## config.mk

```make
export PLATFORM = sky130hd
export DESIGN_NAME = pre_if_stage
export DESIGN_NICKNAME = d
export VERILOG_FILES = /design/src/rtl/pre_if_stage.sv
export SDC_FILE = /design/constraint.sdc
export NUM_CORES = 1
export LEC_CHECK = 0
export BUFFER_PORTS_ARGS = -buffer_cell sky130_fd_sc_hd__buf_2
export CELL_PAD_IN_SITES_DETAIL_PLACEMENT = 0
export CELL_PAD_IN_SITES_GLOBAL_PLACEMENT = 1
export CORE_MARGIN = 1.5
export CORE_UTILIZATION = 38
export CTS_CLUSTER_DIAMETER = 120
export DETAILED_ROUTE_END_ITERATION = 16
export PLACE_DENSITY_LB_ADDON = 0.1
export SETUP_SLACK_MARGIN = 0.15
export SYNTH_ARGS = -nofsm -noshare
export SYNTH_HDL_FRONTEND = slang
export SYNTH_HIERARCHICAL = 1
export SYNTH_SLANG_ARGS = --single-unit
```

## constraint.sdc

```tcl
create_clock -name clk -period 3.2 [get_ports clk]
set_input_delay 0.32 -clock clk [delete_from_list [all_inputs] [get_ports clk]]
set_output_delay 0.32 -clock clk [all_outputs]
set_load 0.01 [all_outputs]
```

## src/rtl/pre_if_stage.sv

```systemverilog
// Pre-IF fetch unit: next-PC generation, one outstanding request on an sram-like inst port, and
// redirect/cancel handling. Optional build macro PFS_CANCEL_CNT_EN adds a dropped-response counter.
module pre_if_stage_chk (
    input logic clk,
    input logic reset,
    input logic inst_data_ok,
    input logic wait_data
);
    // A response may only arrive while a fetch is outstanding.
    assert property (@(posedge clk) disable iff (reset) inst_data_ok |-> wait_data);
endmodule

module pre_if_stage #(
    parameter logic [31:0] RESET_PC = 32'hbfc00000,
    parameter logic [31:0] EXC_PC   = 32'hbfc00380
) (
    input  logic        clk,
    input  logic        reset,
    input  logic        flush,
    input  logic [33:0] exc_eret_bus,
    input  logic [33:0] br_bus,
    input  logic        fs_allowin,
    output logic        pfs_to_fs_valid,
    output logic [63:0] pfs_to_fs_bus,
    output logic        inst_req,
    output logic [31:0] inst_addr,
    input  logic        inst_addr_ok,
    input  logic        inst_data_ok,
    input  logic [31:0] inst_rdata
`ifdef PFS_CANCEL_CNT_EN
    ,
    output logic [31:0] perf_cancel_cnt
`endif
);
    typedef enum logic [1:0] {
        S_IDLE      = 2'd0,
        S_WAIT_ADDR = 2'd1,
        S_WAIT_DATA = 2'd2,
        S_HOLD      = 2'd3
    } state_t;

    state_t      state_q, state_d;
    logic [31:0] next_pc_q, next_pc_d, req_pc_q, req_pc_d, br_tgt_q, br_tgt_d;
    logic        cancel_q, cancel_d, br_pend_q, br_pend_d;
    logic [63:0] hold_q, hold_d;

    logic        flush_s, redir_s, br_ds_s, data_in_s, capture_s, addr_hs_s;
    logic [31:0] redir_pc_s;

    // A flush carries either an exception or an eret; a delay-slot-passed branch behaves as a flush.
    assign flush_s    = flush & (exc_eret_bus[33] | exc_eret_bus[32]);
    assign redir_s    = flush_s | (br_bus[32] & br_bus[33]);
    assign redir_pc_s = flush_s ? (exc_eret_bus[33] ? EXC_PC : exc_eret_bus[31:0]) : br_bus[31:0];
    assign br_ds_s    = br_bus[32] & ~br_bus[33] & ~flush_s;
    assign data_in_s  = (state_q == S_WAIT_DATA) & inst_data_ok;
    assign capture_s  = data_in_s & ~cancel_q & ~redir_s;
    assign addr_hs_s  = inst_req & inst_addr_ok;

    // State and datapath registers.
    always_ff @(posedge clk) begin
        if (reset) begin
            state_q   <= S_IDLE;
            next_pc_q <= RESET_PC;
            req_pc_q  <= 32'd0;
            br_tgt_q  <= 32'd0;
            cancel_q  <= 1'b0;
            br_pend_q <= 1'b0;
            hold_q    <= 64'd0;
        end else begin
            state_q   <= state_d;
            next_pc_q <= next_pc_d;
            req_pc_q  <= req_pc_d;
            br_tgt_q  <= br_tgt_d;
            cancel_q  <= cancel_d;
            br_pend_q <= br_pend_d;
            hold_q    <= hold_d;
        end
    end

    // Next-state logic.
    always_comb begin
        state_d = state_q;
        case (state_q)
            S_IDLE:      state_d = addr_hs_s ? S_WAIT_DATA : S_WAIT_ADDR;
            S_WAIT_ADDR: state_d = addr_hs_s ? S_WAIT_DATA : S_WAIT_ADDR;
            S_WAIT_DATA: begin
                if (inst_data_ok) begin
                    state_d = (cancel_q | redir_s) ? S_IDLE : S_HOLD;
                end else begin
                    state_d = S_WAIT_DATA;
                end
            end
            S_HOLD:      state_d = (redir_s | fs_allowin) ? S_IDLE : S_HOLD;
            default:     state_d = S_IDLE;
        endcase
    end

    // Next-PC, pending-branch and cancel bookkeeping.
    always_comb begin
        next_pc_d = next_pc_q;
        br_pend_d = br_pend_q;
        br_tgt_d  = br_tgt_q;
        cancel_d  = cancel_q;
        req_pc_d  = (state_q == S_IDLE) ? next_pc_q : req_pc_q;
        hold_d    = capture_s ? {inst_rdata, req_pc_q} : hold_q;
        if (redir_s) begin
            next_pc_d = redir_pc_s;
            br_pend_d = 1'b0;
            // A response landing in the redirect cycle is dropped on the spot, so no cancel is left armed.
            cancel_d  = (state_q != S_HOLD) & ~data_in_s;
        end else if (data_in_s) begin
            cancel_d  = 1'b0;
        end else begin
            cancel_d  = cancel_q;
        end
        if (redir_s) begin
            br_pend_d = 1'b0;
        end else if (br_ds_s) begin
            if ((state_q == S_HOLD) | capture_s) begin
                next_pc_d = br_bus[31:0];
                br_pend_d = 1'b0;
            end else begin
                br_pend_d = 1'b1;
                br_tgt_d  = br_bus[31:0];
            end
        end else if (capture_s) begin
            next_pc_d = br_pend_q ? br_tgt_q : (req_pc_q + 32'd4);
            br_pend_d = 1'b0;
        end else begin
            br_pend_d = br_pend_q;
        end
    end

    // Request and IF-side outputs decoded from the current state.
    always_comb begin
        inst_req  = 1'b0;
        inst_addr = req_pc_q;
        case (state_q)
            S_IDLE: begin
                inst_req  = ~reset;
                inst_addr = next_pc_q;
            end
            S_WAIT_ADDR: inst_req = ~reset;
            default:     inst_req = 1'b0;
        endcase
    end

    assign pfs_to_fs_valid = (state_q == S_HOLD);
    assign pfs_to_fs_bus   = hold_q;

`ifdef PFS_CANCEL_CNT_EN
    logic        drop_s;
    logic [31:0] cancel_cnt_q;
    assign drop_s = (data_in_s & (cancel_q | redir_s)) | ((state_q == S_HOLD) & redir_s);

    // Saturating count of responses thrown away by redirects.
    always_ff @(posedge clk) begin
        if (reset) begin
            cancel_cnt_q <= 32'd0;
        end else if (drop_s && (cancel_cnt_q != 32'hffffffff)) begin
            cancel_cnt_q <= cancel_cnt_q + 32'd1;
        end else begin
            cancel_cnt_q <= cancel_cnt_q;
        end
    end
    assign perf_cancel_cnt = cancel_cnt_q;
`endif

    pre_if_stage_chk u_chk (
        .clk          (clk),
        .reset        (reset),
        .inst_data_ok (inst_data_ok),
        .wait_data    (state_q == S_WAIT_DATA)
    );
endmodule

```

==> results.sh <==
export IMPL_path_delay_family="simple AND/OR/NAND/NOR gates"
export IMPL_fin_skew_ns=0.00636
export IMPL_gr_total_overflow=0
export IMPL_switching_power_uw=1390
export IMPL_finalNetCount=1238
export IMPL_cp_end_kind="register"
export IMPL_postRouteAntennaNets=0
export IMPL_whs_path_depth=2
export IMPL_final_common_cell="nand2_1"
export IMPL_status="complete, no violations"
export IMPL_netlist_area_mm2=0.00755
export IMPL_fmax_ghz=0.371
export IMPL_h_tree_depth=4
export IMPL_crit_arrival_ns=2.98
export IMPL_grt_max_degree=71
export IMPL_drv_slew=0
export IMPL_gp_congestion=0.846
export IMPL_internal_power_uw=3630
export IMPL_relSlewSlack_pct=46.1
export IMPL_critPathMaxStageDelay_ns=0.56
export IMPL_design_area_mm2=0.00949
export IMPL_peakVddDrop_uv=378
export IMPL_syn_avg_cell_area_um2=7.91
export IMPL_final_layout_size_suffix_gt1_share_pct=26.7
export IMPL_crit_buf_inv=0
export IMPL_power_density_mw_per_mm2=529
export IMPL_crit_cells=6
export IMPL_post_drt_wl_per_cell_um=18.6
export IMPL_clock_root_buffer="clkbuf_16"
export IMPL_die_area_mm2=0.0207
export IMPL_dr_pass1_iters=5
export IMPL_ios=204
export IMPL_ys_seq_area_share_pct=43.5
export IMPL_syn2layout_area_growth_pct=25.7
export IMPL_setup_slack_ns=0.507
export IMPL_initial_core_util_pct=38.8
export IMPL_chipHeight_um=144
export IMPL_cts_buffer_depth=2
export IMPL_pwr_share_seq_pct=44.3
export IMPL_antenna_found_initial=0
export IMPL_synthFlopType="dfxtp_1"
export IMPL_cp_common_cell="or4_4"
export IMPL_syn_inst=955
export IMPL_synth_area_leaders="dfxtp_1, nand2_1, a21oi_1"
export IMPL_layout_common_cells="nand2_1, buf_2, dfxtp_1"
export IMPL_synth_edf_count=0
export IMPL_power_leakage_uw=0.00391
export IMPL_place_hpwl_um=18600
export IMPL_drc_errors=0
export IMPL_power_total_uw=5020
export IMPL_fin_crit_sh_pct=84.2
export IMPL_path_max_fanout=7
export IMPL_synth_distinct_cells=61
export IMPL_pre_cts_slack_ns=0.581
export IMPL_async_flop_share_pct=0
export IMPL_clkPwrFrac_pct=42.8
export IMPL_worstSkewPairLatency_ns=0.43
export IMPL_cts_resized=0
export IMPL_power_frac_comb_pct=12.9
export IMPL_grt_use_total_pct=25.0
export IMPL_cts_setup_buffers=0
export IMPL_vias_per_cell=5.24
export IMPL_ys_ff_latch=164
export IMPL_hold_buffers=0
export IMPL_drv_cap=0
export IMPL_period_needed_ns=2.69
export IMPL_num_rows=51
export IMPL_cts_tree="yes"
export IMPL_timing_setup_tns_ns=0
export IMPL_die_w_um=144
export IMPL_syn_num_nets=1062
export IMPL_antenna_cells=0
export IMPL_clkSinkCount=164
export IMPL_vias=7378
export IMPL_grt_pass1_vias=6569
export IMPL_drt_total_wl_um=26200
export IMPL_hp_class="input port to register"
export IMPL_drtIter0Drc=576
export IMPL_port_buffers=203
export IMPL_yosysTopAreaCell="dfxtp_1"
export IMPL_grt_first_pass_wirelength_um=38600
export IMPL_tightest_slew_ns=0.809
export IMPL_rsz0062_at_grt="no"
export IMPL_hold_viol_final=0
export IMPL_ys_warn_count=6
export IMPL_crit_path_start_kind="register"
export IMPL_setup_viol=0
export IMPL_synth_top_area_share_pct=43.5
export IMPL_criticalPathCategory="register to register"
export IMPL_clk_pin_slew_ns=0.07
export IMPL_critPathSlowestCell="or4_4"
export IMPL_placed_area_mm2=0.00888
export IMPL_core_area_mm2=0.0195
export IMPL_cp_cell_sequence="nand4_2, or4_4, or4_4, o31a_2, o21ai_0, a311oi_1"
export IMPL_cts_made_buffers=17
export IMPL_switching_share_pct=27.6
export IMPL_worstRegToRegCells=6
export IMPL_crit_required_ns=3.49
[metal layers]
metal  up-vias  track usage, %  part of all wire [%]
met5         -               0                     0
met4         0            6.44                   1.3
met3        16            3.83                   7.0
met2       267            37.0                    43
met1      3425            37.4                    49
li1       3670               -                     -
[worst paths after layout]
kind / start / to / slack [ns]
max: req_pc_q[11] / next_pc_q[30] / 0.51
min: exc_eret_bus[0] / next_pc_q[0] / 0.10
max reg2reg: req_pc_q[11] / next_pc_q[30] / 0.51
min reg2reg: pfs_to_fs_bus[38] / pfs_to_fs_bus[38] / 0.45
[cell type report]
type	count	area, um2
clock inverter	11	143
inverter	12	45.0
timing repair buffer	229	1250
tap	265	332
fill	2009	9970
multi-input combinational	707	3970
clock buffer	20	467
sequential	164	3280
[Yosys cell counts, drive strengths merged, types with 4 or more instances]
library cell  number
a221oi             4
and3               7
o211ai             5
nand4              5
or4                4
dfxtp            164
mux2              33
o221ai             6
o22ai              7
o21ai             43
buf                7
clkbuf            65
nor3              13
a222oi             5
a32oi              5
nand2            240
a31oi              7
nor2              38
xor2               8
mux2i              6
a21o               8
and2              35
xnor2             16
a22oi             11
nand3             24
a21oi            123
nor4               4
nand2b             8
inv               12
a32o               6
[registers in the layout, indices dropped and copies added, names as in the netlist]
register / count
cancel_q: 1
req_pc_q: 32
next_pc_q: 32
pfs_to_fs_bus: 64
br_tgt_q: 32
state_q: 2
br_pend_q: 1
[power groups by stage]
| stage | Sequential (uW) | Clock [uW] | Combinational (uW) |
|---|---|---|---|
| 6_report | 2220 | 2150 | 648 |
| 5_1_grt | 2230 | 2260 | 711 |
| 4_1_cts | 2220 | 2180 | 650 |
| 3_5_place_dp | 2260 | 0 | 647 |
| 3_3_place_gp | 2260 | 0 | 647 |
| 2_1_floorplan | 2230 | 0 | 379 |
[metrics by stage]
step / hold slack [ns] / util, % / cells
6_report: 0.103 / 48.7 / 1408
5_1_grt: 0.106 / 48.7 / 1408
4_1_cts: 0.0998 / 48.7 / 1408
3_5_place_dp: 0.443 / 45.6 / 1377
3_3_place_gp: 0.439 / 45.6 / 1377
2_1_floorplan: 0.431 / - / 955
[cell families after synthesis]
kind of cell / share of synthesized area [%]
compound gates: 20.3
xor+xnor: 2.78
fa+ha+maj: 0.166
buf+inv: 4.19
flops: 43.5
mux: 5.72
simple gates: 23.3
Power figures use the tool's default switching activity.
